$ cat src/rtl/nkmd_dai_tx_sched.sv
// nkmd_dai_tx_sched
// Frame-driven scheduler that drains one sample per enabled channel from a
// bank of per-channel DAI tx ring buffers each audio frame. Channels are popped
// in ascending index order. Each sample is forwarded with its channel number
// over a valid/ready stream to a single shared serializer.
//
// Ports:
//   clk, rst_n   - clock (rising edge) and asynchronous active-low reset
//   frame_i      - one-cycle frame-start strobe
//   ch_en_i      - channel enable mask, sampled only when a frame is accepted
//   tx_pop_o     - one-hot pop to the channel buffers
//   tx_ack_i     - per-channel pop acknowledge (only the popped channel counts)
//   tx_data_i    - concatenated head samples, channel k at [24k+23:24k]
//   out_data_o   - sample to the serializer
//   out_ch_o     - channel index of out_data_o
//   out_valid_o  - stream valid, out_ready_i - stream ready
//   busy_o       - frame in progress
//   done_o       - one-cycle pulse when an accepted frame completes
//   overrun_o    - one-cycle pulse when a frame strobe is rejected
//   ack_err_o    - one-cycle pulse when a popped channel never acknowledged
// Every output comes straight from a flop.

module nkmd_dai_tx_sched #(
  parameter int NCH     = 4,
  parameter int CHW     = $clog2(NCH),
  parameter int TIMEOUT = 8
) (
  input  logic              clk,
  input  logic              rst_n,
  input  logic              frame_i,
  input  logic [NCH-1:0]    ch_en_i,
  output logic [NCH-1:0]    tx_pop_o,
  input  logic [NCH-1:0]    tx_ack_i,
  input  logic [NCH*24-1:0] tx_data_i,
  output logic [23:0]       out_data_o,
  output logic [CHW-1:0]    out_ch_o,
  output logic              out_valid_o,
  input  logic              out_ready_i,
  output logic              busy_o,
  output logic              done_o,
  output logic              overrun_o,
  output logic              ack_err_o
);

  localparam logic [1:0] ST_IDLE = 2'd0;
  localparam logic [1:0] ST_POP  = 2'd1;
  localparam logic [1:0] ST_WAIT = 2'd2;
  localparam logic [1:0] ST_OUT  = 2'd3;

  logic [1:0]     state_r,   state_s;
  logic [NCH-1:0] en_r,      en_s;
  logic [CHW-1:0] ch_r,      ch_s;
  logic [23:0]    data_r,    data_s;
  logic [7:0]     tmo_r,     tmo_s;
  logic [NCH-1:0] pop_r,     pop_s;
  logic           valid_r,   valid_s;
  logic           busy_r,    busy_s;
  logic           done_r,    done_s;
  logic           overrun_r, overrun_s;
  logic           ack_err_r, ack_err_s;
  logic [NCH-1:0] above_s;
  logic           adv_s;

  // Index of the lowest set bit (0 when the vector is empty).
  function automatic logic [CHW-1:0] lowest_idx(input logic [NCH-1:0] v);
    logic [CHW-1:0] idx;
    logic           found;
    idx   = '0;
    found = 1'b0;
    for (int i = 0; i < NCH; i++) begin
      if (v[i] && !found) begin
        idx   = CHW'(i);
        found = 1'b1;
      end else begin
        found = found;
      end
    end
    return idx;
  endfunction

  // One-hot decode of a channel index.
  function automatic logic [NCH-1:0] onehot(input logic [CHW-1:0] ch);
    logic [NCH-1:0] r;
    r     = '0;
    r[ch] = 1'b1;
    return r;
  endfunction

  // Channels of the current frame that still remain above the active one.
  always_comb begin
    above_s = '0;
    for (int i = 0; i < NCH; i++) begin
      above_s[i] = en_r[i] & (CHW'(i) > ch_r);
    end
  end

  // Next state and next register values; outputs are precomputed here so
  // they can be registered.
  always_comb begin
    state_s   = state_r;
    en_s      = en_r;
    ch_s      = ch_r;
    data_s    = data_r;
    tmo_s     = tmo_r;
    done_s    = 1'b0;
    ack_err_s = 1'b0;
    adv_s     = 1'b0;
    // Any strobe outside IDLE is dropped, including the last handshake cycle.
    overrun_s = frame_i & (state_r != ST_IDLE);
    case (state_r)
      ST_IDLE: begin
        if (frame_i) begin
          if (|ch_en_i) begin
            en_s    = ch_en_i;
            ch_s    = lowest_idx(ch_en_i);
            state_s = ST_POP;
          end else begin
            done_s  = 1'b1;
          end
        end else begin
          state_s = ST_IDLE;
        end
      end
      ST_POP: begin
        // The buffer head advances on this edge, so capture it now.
        data_s  = tx_data_i[int'(ch_r)*24 +: 24];
        tmo_s   = 8'd0;
        state_s = ST_WAIT;
      end
      ST_WAIT: begin
        if (tx_ack_i[ch_r]) begin
          state_s = ST_OUT;
        end else if (tmo_r == 8'(TIMEOUT - 1)) begin
          ack_err_s = 1'b1;
          adv_s     = 1'b1;
        end else begin
          tmo_s = tmo_r + 8'd1;
        end
      end
      ST_OUT: begin
        if (out_ready_i) begin
          adv_s = 1'b1;
        end else begin
          state_s = ST_OUT;
        end
      end
      default: begin
        state_s = ST_IDLE;
      end
    endcase
    // Advance to the next enabled channel or finish the frame.
    if (adv_s) begin
      if (|above_s) begin
        ch_s    = lowest_idx(above_s);
        state_s = ST_POP;
      end else begin
        state_s = ST_IDLE;
        done_s  = 1'b1;
      end
    end else begin
      ch_s = ch_s;
    end
    pop_s   = (state_s == ST_POP) ? onehot(ch_s) : '0;
    valid_s = (state_s == ST_OUT);
    busy_s  = (state_s != ST_IDLE);
  end

  // State, datapath and output registers.
  always_ff @(posedge clk or negedge rst_n) begin
    if (!rst_n) begin
      state_r   <= ST_IDLE;
      en_r      <= '0;
      ch_r      <= '0;
      data_r    <= 24'd0;
      tmo_r     <= 8'd0;
      pop_r     <= '0;
      valid_r   <= 1'b0;
      busy_r    <= 1'b0;
      done_r    <= 1'b0;
      overrun_r <= 1'b0;
      ack_err_r <= 1'b0;
    end else begin
      state_r   <= state_s;
      en_r      <= en_s;
      ch_r      <= ch_s;
      data_r    <= data_s;
      tmo_r     <= tmo_s;
      pop_r     <= pop_s;
      valid_r   <= valid_s;
      busy_r    <= busy_s;
      done_r    <= done_s;
      overrun_r <= overrun_s;
      ack_err_r <= ack_err_s;
    end
  end

  assign tx_pop_o    = pop_r;
  assign out_data_o  = data_r;
  assign out_ch_o    = ch_r;
  assign out_valid_o = valid_r;
  assign busy_o      = busy_r;
  assign done_o      = done_r;
  assign overrun_o   = overrun_r;
  assign ack_err_o   = ack_err_r;

endmodule

$ cat config.mk
export PLATFORM = sky130hd
export DESIGN_NAME = nkmd_dai_tx_sched
export DESIGN_NICKNAME = d
export VERILOG_FILES = /design/src/rtl/nkmd_dai_tx_sched.sv
export SDC_FILE = /design/constraint.sdc
export NUM_CORES = 1
export LEC_CHECK = 0
export ABC_AREA = 1
export CORE_AREA = 3 3 87 89
export DETAILED_ROUTE_END_ITERATION = 7
export DIE_AREA = 0 0 90 92
export GPL_TIMING_DRIVEN = 0
export PLACE_DENSITY = 0.85
export SYNTH_ARGS = -nofsm -noshare
export SYNTH_HDL_FRONTEND = slang
export SYNTH_SLANG_ARGS = --single-unit
$ cat constraint.sdc
create_clock -name clk -period 2.3 [get_ports clk]
set_clock_uncertainty 0.2 [all_clocks]
set_input_delay 0.46 -clock clk [delete_from_list [all_inputs] [get_ports clk]]
set_output_delay 0.46 -clock clk [all_outputs]
set_load 0.05 [all_outputs]
Word level (Yosys, flattened, before mapping)
Cells that the tools add are included.
Word-level totals
  memory bits (read-only): 0
  latch bits: 0
  word-level logic and storage cells: 112
  memories: 0
  bits in writable memories: 0
  bits in registers: 49
Cells by class
  equality and inequality tests: 8
  $mul: 1
  div/mod/pow operators: 0
  bitwise logic cells: 5
  $add $sub $neg: 1
  order comparisons: 7
  multiplexer cells: 57
  reduce and logical (&&, ||, !) cells: 21
  shift-type cells: 1
Operator list (number)
  96-bit by 8-bit variable part select with 24-bit output: 1
  1-bit two-way mux: 35
  2-bit two-way mux: 14
  8-bit two-way mux: 2
  8-bit one-hot mux with 2 select lines: 1
  8-bit by 1-bit adder with 8-bit output (second input constant): 1
  8-bit by 3-bit equality test with 1-bit output (second input constant): 1
  2-bit one-hot mux with 4 select lines: 1
  4-bit OR reduction: 2
  1-bit logical AND: 7
  2-bit equality test (second input constant): 3
  1-bit zero test: 6
  2-bit by 3-bit < comparator with 1-bit output (second input constant): 2
  3-bit AND reduction: 2
  2-bit nonzero test: 3
  1-bit AND: 5
  2-bit by 1-bit equality test with 1-bit output (second input constant): 2
  1-bit by 2-bit > comparator with 1-bit output (first input constant): 2
  2-bit > comparator (first input constant): 2
  2-bit by 2-bit multiplier with 4-bit output (second input constant): 1
  4-bit two-way mux: 1
  2-bit inequality test (second input constant): 2
  1-bit binary-select mux with 2-bit select: 1
  1-bit demux with 2-bit select: 1
  3 further kinds: 3

Logic depth before layout (Yosys ltp)
  depth after elaboration: 29
  mapped depth: 13
  gate-level depth less buffers: 13

Worst setup path before layout
No wires, ideal clock.
  kind: register to register
  start: reg ch_r[0], in the netlist out_ch_o[0]
  end: reg pop_r[3], in the netlist tx_pop_o[3]
  setup slack: 0.411 ns
  data arrival time: 1.573 ns
  cell stages (with the launch flop): 13
  path buffers: 1
  clock period less this slack: 1.889 ns
  cells stage by stage: dfrtp_1 > buf_4 > nand2_1 > nand3_1 > nand2_2 > inv_2 > nand2_2 > nand2_4 > inv_2 > nand2_1 > nand2_2 > nand2_2 > nor2_1
RTL lines
  from (decl): line 52  | logic [CHW-1:0] ch_r, ch_s;
  from (signal assigned): line 185  | ch_r <= ch_s;
  1-bit binary-select mux with 2-bit select (tied with other cells): line 131  | if (tx_ack_i[ch_r]) begin
  1-bit two-way mux (not written as such) or 1-bit AND (tied branches): line 131, 93
  2-bit two-way mux (tied with other cells): line 131
  2-bit one-hot mux with 4 select lines (tied with other cells): line 110  | case (state_r)
  2-bit two-way mux (*): line 152  | if (adv_s) begin
  named net state_s[0]: line 50  | logic [1:0] state_r, state_s;
  2-bit by 1-bit equality test with 1-bit output (*): line 163  | pop_s = (state_s == ST_POP) ? onehot(ch_s) : '0;
  4-bit two-way mux (*): line 163
  named net pop_s[3]: line 55  | logic [NCH-1:0] pop_r, pop_s;
  to (signal assigned): line 188  | pop_r <= pop_s;
  to (decl): line 55
Mark *: on every way through the listed nets, which the timed path passes. The rest lies on a longest branch. The select of a mux whose other input is x is not followed.
A chain may end at the register's enable or synchronous reset.

Worst setup path after layout
  start: reg ch_r[0], in the netlist out_ch_o[0]
  end: out out_ch_o[0]
RTL lines
  to (decl): line 36  | output logic [CHW-1:0] out_ch_o,
No word-level cell between the ends.

==> impl.org <==
** Critical path
- In this design, the stage delay of the slowest critical-path cell is 830 ps.
- Stages on the worst setup path :: 1
- Worst R2R End :: out_data_o[17]
- Crit Reg-Reg Startpoint :: out_ch_o[1]
- Data arrives at the worst endpoint at 1520 ps.
- Maximum net fanout on the critical path :: 3
- Worst Setup Path Type :: reg -> out
- Setup slack on the worst reg-to-reg path comes out at 290 ps.
- Ordered cell list for the critical path :: clkdlybuf4s50_1
- Measured in cells, the most critical reg-to-reg path has a length of 6.
- At the worst endpoint, the required time is 1640 ps.
- Bufs and invs on worst path :: 1
- Slowest cell on the critical path :: clkdlybuf4s50_1
- The most critical setup path has its endpoint at out_ch_o[0].
- Type of element launching the critical path :: flop
- The worst setup path is captured at an output port.
- Grouping stages by cell kind, the critical path spends the most delay in buffers and inverters.
- The critical path starts at out_ch_o[0].

** Power and ir drop
- Part of the power in combinational logic :: 65.2%
- Per report_power, the clock group accounts for 10.0% of the total.
- Internal :: 0.002624 W
- Net switching is 52.10% of the power.
- Leakage :: 1.828 nW
- Summing internal, switching and leakage power gives 0.005478 W.
- Pwr dens :: 1253 nW/µm²
- Sequential cells burn 24.8% of the power.
- IR analysis of the VDD net gives a maximum drop of 0.6346 mV.
- Net Switching :: 0.002854 W

** Logic synthesis
- Synth cell types :: 29
- Count of state elements after synthesis :: 48
- The number of nets handed over by synthesis was 473.
- Yosys printed 0 warnings.
- Counting every instance in the synthesized netlist gives 364.
- Post-synthesis sequential area ratio :: 44.34%
- Post-synthesis average cell area :: 7.442 µm²
- The synthesized netlist occupies a cell area of 2709 µm².

** Cells and area
- At the end of the flow, the number of nets in the layout was 624.
- Filler cell count :: 580
- P&R area growth vs syn :: 61.43%
- Number of inserted diodes :: 0
- Share of final-layout standard cells stronger than drive strength 1 :: 7.364%
- Most frequent standard cell in the layout excluding fill and tap cells :: clkdlybuf4s50_1
- Most frequent cells in the layout :: clkdlybuf4s50_1, nor2_1, nand2_1

** Route
- In the routed layout, each cell is associated on average with a via count of 5.131.
- Initial DRC count :: 164
- In the final routed layout, each cell accounts on average for 15.70 µm.
- In the routed design, unresolved DRC markers number 0.
- Post-Route WL :: 9.607 mm
- Remaining number of nets flagged by the antenna check after routing :: 0
- Via count :: 3140
- The first TritonRoute pass finished after 4 iterations.

** STA
- Setup violations remaining at the end of the flow were counted as 0.
- Across all hold checks on the routed design, the worst slack comes to 294.8 ps.
- Max Clk Rate :: 458.3 MHz
- Setup repair after global routing left no endpoint under its margin.
- Endpoints failing hold :: 0
- Measured slew at the worst slew-check pin :: 575.1 ps
- Ratio of final minimum period to clock period :: 94.86%
- Relative max-transition margin :: 61.52%
- Final-report max-slew violation count :: 0
- After layout, the minimum clock period comes to 2182 ps.

** Floorplanning
- For this configuration, the core starts out at a cell density of 39.65%.
- 143 I/O pins were placed.
- Die extent in y :: 92 µm
- The die is 90 µm wide.
- Area of the core :: 6832 µm²
- The floorplan has 30 rows.
- The die covers 8280 µm².

** Clock tree
- In this run the deepest clock path goes through 2 buffers.
- Number of H-tree levels :: 2
- After clock tree synthesis, the repair step resized 0 gates.
- Clock Root Buffer :: clkbuf_8
- Clock slew seen by the registers of the worst setup and hold paths :: 90 ps
- At the later pin of the worst-skew pair, clock insertion delay measures 320 ps.
- Counting the buffers created by CTS gives 5.
- The clock net in this run drives a total of 48 sinks.
- Clock tree from TritonCTS :: done

** Placed design
- Number of buffer cells added on primary ports :: 142
- Placer congestion estimate :: 0.8522
- Summed over all nets, the half-perimeter wirelength after detailed placement is 7.391 mm.

** Global route
- Number of antenna violations at the first check in global routing :: 0
- Entering global routing, the biggest net connects 32 pins.
- Wire length of the first global-routing pass :: 15.59 mm
- Number of global-route vias before repair :: 3140
- In the global route stage, overall resource usage came out at 23.41%.
- After global routing the overflow that remains totals 0.

** Flow run
- Max-cap violations in this run came to 0.

** Outcome
- The run finished with clean final reports.

** Min path
- The min-delay analysis places its worst path in the category reg -> reg.
-- power groups by stage --
stage                     Combinational [W]  Clock, W  Sequential, W
final                               0.00357  0.000548        0.00136
after floorplan                     0.00143         0        0.00228
after CTS                           0.00358  0.000559        0.00136
after detailed placement            0.00356         0        0.00138
after global placement              0.00348         0        0.00136
after global routing                0.00387  0.000588        0.00140
-- logic make-up (layout without fill, tap and decap cells) --
logic type               Yosys count  after routing  share of synthesized area (%)
buffers and inverters             44            196                          6.698
AO/OA/AOI/OAI                     79             79                          18.43
adder cells (fa/ha/maj)            1              1                         0.4618
flip-flops                        48             48                          44.34
AND/OR/NAND/NOR                  192            192                          30.07
-- synthesized netlist by cell type --
cell      instances  area share [%]
o21ai_2           1            0.32
nor2_2            3            0.69
a21oi_1          18             3.3
inv_2             5            0.69
nand4_1           2            0.46
buf_2             4            0.74
nand2_4           2            0.83
buf_6             1            0.42
o21a_1            1            0.28
a41oi_1           9             2.9
a221oi_1         15             4.9
nor3b_1           1            0.28
nand3b_1          2            0.55
dfrtp_1          48              44
buf_4             1            0.28
nand2_2           9             2.1
nor2_4            1            0.42
inv_1            22             3.0
nor3_1            1            0.18
a32o_1            1            0.37
nor2_1           93              13
nand2_1          63             8.7
clkbuf_1          9             1.2
a21o_1            1            0.28
nor3_2            1            0.37
ha_1              1            0.46
o21ai_0          33             6.1
nand3_1          14             2.6
buf_1             2            0.28
-- worst min path at each step --
stage             from            end  cells past startpoint
2_1_floorplan    rst_n      ack_err_o                      0
3_3_place_gp   en_r[3]        en_r[3]                      2
4_1_cts        en_r[3]        en_r[3]                      2
3_5_place_dp     rst_n  out_data_o[9]                      1
6_report       en_r[3]        en_r[3]                      2
5_1_grt        en_r[3]        en_r[3]                      2
-- worst reg2reg max path, delay by kind of cell (launching register included) --
kind | cells | cell delay (ps)
flops | 1 | 370
compound gates | 2 | 290
buf+inv | 3 | 620
simple gates | 1 | 460
-- state kept, by name, indices dropped and copies added, names as in the netlist --
register     flops
tmo_r            8
state_r          2
overrun_o        1
busy_o           1
ack_err_o        1
done_o           1
out_valid_o      1
tx_pop_o         4
out_data_o      24
en_r             3
out_ch_o         2
-- metal layers --
| layer | GRT usage, % | wire (µm) | up-vias |
|---|---|---|---|
| met1 | 27.48 | 3773 | 1478 |
| met4 | 8.801 | 146 | 0 |
| met3 | 4.840 | 747 | 10 |
| met5 | 0 | 0 | - |
| met2 | 42.00 | 4940 | 136 |
| li1 | - | - | 1516 |
-- repair_timing --
item,4_1_cts,5_1_grt
hold buffers,1,0
setup buffers,0,0
endpoints found under the setup margin,0,0
endpoints found under the hold margin,17,0
-- cell type report --
type                    instances  area (µm²)  share of cell area (%)
multi-input cells             272        1326                   30.33
plain buffers                  17       80.08                   1.831
repair buffers                144        1446                   33.08
clock inverters                 2       15.01                  0.3433
well taps                      96       120.1                   2.747
clock buffers                   6       82.58                   1.888
inverters                      27       101.3                   2.318
flip-flops and latches         48        1201                   27.47
-- metrics by stage --
stage	instances	setup WS, ps	TNS, ps	utilization, %	area (µm²)
finish	612	118.2	0	64.01	4373
global route	612	49.75	0	64.01	4373
CTS	612	91.17	0	64.01	4373
detailed placement	603	71.21	0	62.44	4265
global placement	602	-832.4	-39780	62.22	4250
floorplan	364	411.5	0	-	2709
(Power assumes the default switching activity.)
